`src/rtl/day_counter_pkg.sv`:
```
// Shared calendar definitions: month lengths, month encodings and the leap-year rule.
package day_counter_pkg;

  localparam logic [4:0] DAYS_31       = 5'd31;
  localparam logic [4:0] DAYS_30       = 5'd30;
  localparam logic [4:0] DAYS_FEB      = 5'd28;
  localparam logic [4:0] DAYS_FEB_LEAP = 5'd29;

  typedef enum logic [3:0] {
    JAN = 4'd1, FEB = 4'd2, MAR = 4'd3, APR = 4'd4,
    MAY = 4'd5, JUN = 4'd6, JUL = 4'd7, AUG = 4'd8,
    SEP = 4'd9, OCT = 4'd10, NOV = 4'd11, DEC = 4'd12
  } month_e;

  // Every fourth year is a leap year; the clock only spans one century from a
  // base that is itself divisible by four, so the century exceptions never apply.
  function automatic logic is_leap(input int unsigned cal_year);
    return (cal_year % 4) == 0;
  endfunction

endpackage

```
`src/rtl/day_counter_days_in_month.sv`:
```
// Combinational month-length lookup, shared with the date-setting UI.
module days_in_month
  import day_counter_pkg::*;
(
  input  logic [3:0] month,
  input  logic       leap,
  output logic [4:0] last_day
);

  always_comb begin
    last_day = DAYS_31;
    case (month)
      JAN, MAR, MAY, JUL, AUG, OCT, DEC: last_day = DAYS_31;
      APR, JUN, SEP, NOV:                last_day = DAYS_30;
      FEB:                               last_day = leap ? DAYS_FEB_LEAP : DAYS_FEB;
      // Illegal month codes fall back to the longest month so no day is lost.
      default:                           last_day = DAYS_31;
    endcase
  end

endmodule

```
`src/rtl/day_counter.sv`:
```
// Day-of-month counter: advances on end-of-day or the day button, clamps on
// shorter months and tells the month counter when the month rolls over.
module day_counter
  import day_counter_pkg::*;
#(
  parameter int unsigned YEAR_BASE = 2000
) (
  input  logic       sig_1Hz,
  input  logic       reset,
  input  logic       end_day,
  input  logic       day_b,
  input  logic [3:0] month,
  input  logic [6:0] year,
  output logic [4:0] day_o,
  output logic       end_month
);

  logic [4:0] day_q;
  logic [4:0] day_d;
  logic [4:0] last_day;
  logic       leap;

  assign leap = is_leap(YEAR_BASE + 32'(year));

  days_in_month u_days_in_month (
    .month    (month),
    .leap     (leap),
    .last_day (last_day)
  );

  // Clamping wins over counting so a shortened month never skips past its end.
  always_comb begin
    day_d = day_q;
    if (day_q > last_day) begin
      day_d = last_day;
    end else if (end_day || day_b) begin
      day_d = (day_q == last_day) ? 5'd1 : day_q + 5'd1;
    end
  end

  always_ff @(posedge sig_1Hz or posedge reset) begin
    if (reset) begin
      day_q <= 5'd1;
    end else begin
      day_q <= day_d;
    end
  end

  // Only the end-of-day tick rolls the month; a manual day wrap does not.
  assign end_month = end_day && (day_q == last_day);
  assign day_o     = day_q;

endmodule

```
`config.mk`:
```
export PLATFORM = sky130hd
export DESIGN_NAME = day_counter
export DESIGN_NICKNAME = d
export VERILOG_FILES = /design/src/rtl/day_counter_pkg.sv /design/src/rtl/day_counter_days_in_month.sv /design/src/rtl/day_counter.sv
export SDC_FILE = /design/constraint.sdc
export NUM_CORES = 1
export LEC_CHECK = 0
export ABC_AREA = 1
export BUFFER_PORTS_ARGS = -buffer_cell sky130_fd_sc_hd__buf_2
export CORE_AREA = 2 2 39 41
export CTS_CLUSTER_DIAMETER = 50
export CTS_CLUSTER_SIZE = 24
export DETAILED_ROUTE_END_ITERATION = 8
export DIE_AREA = 0 0 41 43
export PLACE_DENSITY_LB_ADDON = 0.05
export SLEW_MARGIN = 20
export SYNTH_ARGS = -nofsm -noshare
export SYNTH_HDL_FRONTEND = slang
export SYNTH_HIERARCHICAL = 1
export SYNTH_SLANG_ARGS = --single-unit
```
`constraint.sdc`:
```
create_clock -name sig_1Hz -period 4.4 [get_ports sig_1Hz]
set_clock_uncertainty 0.1 [all_clocks]
set_input_delay 0.22 -clock sig_1Hz [delete_from_list [all_inputs] [get_ports sig_1Hz]]
set_output_delay 0.22 -clock sig_1Hz [all_outputs]
set_load 0.02 [all_outputs]
```
==> run metrics <==
outcome finished clean; most frequent cells after synthesis nand2_1 (28), nand3_1 (16), inv_1 (15); Reg clk slew, reported paths 0.04 ns; flops & latches, synth 5; post-route cell area 742 um^2; final slew viol count 0; Syn Std Cell Area 626 um^2; WP data required 4.08 ns; Clock power frac 0.106; DRT Pass-1 Iters 4; initial antenna violation count 0; clk sinks 5; critical path's slowest cell dfrtp_1; hpwl dp 983 um; die area between 1500 and 2000 um^2; CP Launch Type register; total power 0.474 mW; HP Start day_b; initial core utilization 0.452; yosys warns 6; kind of critical path register to primary output; Worst R2R Start day_o[4]; largest vdd supply drop 0.299 mV; RSZ-0062 raised after global routing no; CTS tree done; largest net degree at the start of global routing 11; Fmax 0.528 GHz; final std cells w/o fill 131; Tmin final 1.89 ns; diode count 0; critical path arrival 1.57 ns; Combinational Power Share 0.666; Max stage delay on crit path 0.42 ns; Critical Path Fanout Max 10; syn avg cell area about 6.5 um^2; clk_lat worst skew 0.23 ns; delay-heaviest family, CP simple AND/OR/NAND/NOR gates; PD cells approximately 640 nW/um^2; Initial DRC Count 9; top post-synthesis cells by area nand2_1 (17%), dfrtp_1 (16%), nand3_1 (13%), ha_1 (12%), inv_1 (9.0%); max-cap viol count 0; post-placement cell area 706 um^2; Vias 606; Pint 0.227 mW; Rows 14; setup bufs post-CTS 0; CTS max path bufs 2; global-route wire length before repair 1950 um; CTS Buf Count 3; H-tree depth 1; Total GRT Usage 0.161; Core Box Area 1380 um^2; Root Driver clkbuf_4; post-synth top area share 0.168; Port Buffers 15; Post-Synthesis Cells 96; biggest area consumer among synthesized cells nand2_1; post-route ant nets 0; ys async rst share 1.00; worst-path cell chain ha_1, nand2_1, nor2_4, nand2_4, nor2_1, buf_2; Post-synth EDFFs 0; flop2flop setup slack about 2.7 ns; switching power 0.247 mW; io pins 21; predominant post-synthesis flop cell dfrtp_1; final WL around 1200 um; Critical Path End Type primary output; DR WL/cell between 8 and 9 um; Yosys cell types 21; Flop pwr share 0.228; post-cts gate resize count 0; DR vias/cell 4.63; Congestion Overflow GR 0; CTS Hold Bufs 1; # setup viols final 0; max reg flops 5; Post-route DRC 0; chip width ~40 um; routability cong. between 0.7 and 0.8; layout cell share with drive strength beyond 1 0.252; Final TNS setup 0 ns; vias in the first global route 527; nets@finish roughly 140; post-synthesis sequential area ratio 0.202; Critical Path Source day_o[1]; Fin. Hold Viols 0; Pleak 0.476 nW; top-count cell post-synth nand2_1; Placed Cells about 130; switch share 0.522; DIE HEIGHT 43 um; crit share post-route 0.430; CP bufs+invs 1; worst min-delay path category input port to register; Area growth syn-to-layout 18.6%
-- stage by stage --
stage / hold slack, ns / utilization / setup slack, ns
2_1_floorplan: -0.102 / - / 2.69
3_3_place_gp: 0.0171 / 0.510 / 2.64
6_report: 0.220 / 0.536 / 2.51
3_5_place_dp: 0.0169 / 0.510 / 2.62
5_1_grt: 0.234 / 0.536 / 2.40
4_1_cts: 0.219 / 0.536 / 2.49
-- per-layer routing --
metal / track usage / wire length, um
met1: 0.193 / 574
met2: 0.256 / 551
met3: 0.0314 / 26
met4: 0.0800 / 8
met5: 0 / 0
-- worst register-to-register path: stages, from the launching register on --
cell and delay [ns]:
dfrtp_1 0.42, ha_1 0.34, nand2_2 0.12, inv_1 0.05
nand2_1 0.11, nand3_4 0.14, nand2_4 0.13, nand2_4 0.07
nand3_1 0.10, nand2_1 0.05
-- cells in the final DEF, fill, tap and decap left out, drive strengths merged --
cell type    netlist  layout
dlygate4sd3        0       1
nand2             33      33
conb               1       3
xor2               1       1
ha                 6       6
nand3             17      17
o21bai             1       1
nor3               1       1
clkbuf             0       4
dfrtp              4       4
a21oi              1       1
o21ai              2       2
nor2               9       9
dfstp              1       1
inv               15      15
a21boi             1       1
buf                3      15
-- power by group through the flow --
stage / sequential (mW) / combinational (mW) / clock (mW)
floorplan: 0.129 / 0.224 / 0
global route: 0.113 / 0.363 / 0.0557
detailed placement: 0.108 / 0.317 / 0
CTS: 0.108 / 0.319 / 0.0528
finish: 0.108 / 0.316 / 0.0501
global placement: 0.107 / 0.313 / 0
-- worst paths after layout --
| kind | endpoint | depth (start not counted) |
|---|---|---|
| max reg2reg | day_o[4] | 9 |
| min | day_o[0] | 4 |
| min in group asynchronous | day_o[3] | 3 |
| max in group asynchronous | day_o[0] | 3 |
| min reg2reg | day_o[0] | 2 |
| max | end_month | 6 |
-- layout make-up --
type	count	area (um^2)
Timing Repair Buffer	16	85.1
Inverter	15	56.3
Tap cell	16	20.0
Sequential cell	5	126
Multi-Input combinational cell	75	428
Fill cell	152	642
Clock buffer	4	26.3
-- logic make-up (layout without fill, tap and decap cells) --
kind of cell,after synthesis,count (layout),share of synthesized area
simple gates,60,60,0.484
buf+inv,18,35,0.126
fa+ha+maj,6,6,0.120
compound gates,5,5,0.0480
flops,5,5,0.202
other cells,1,3,0.00599
xor+xnor,1,1,0.0140
Note: power is estimated with default switching activity, not from simulation.
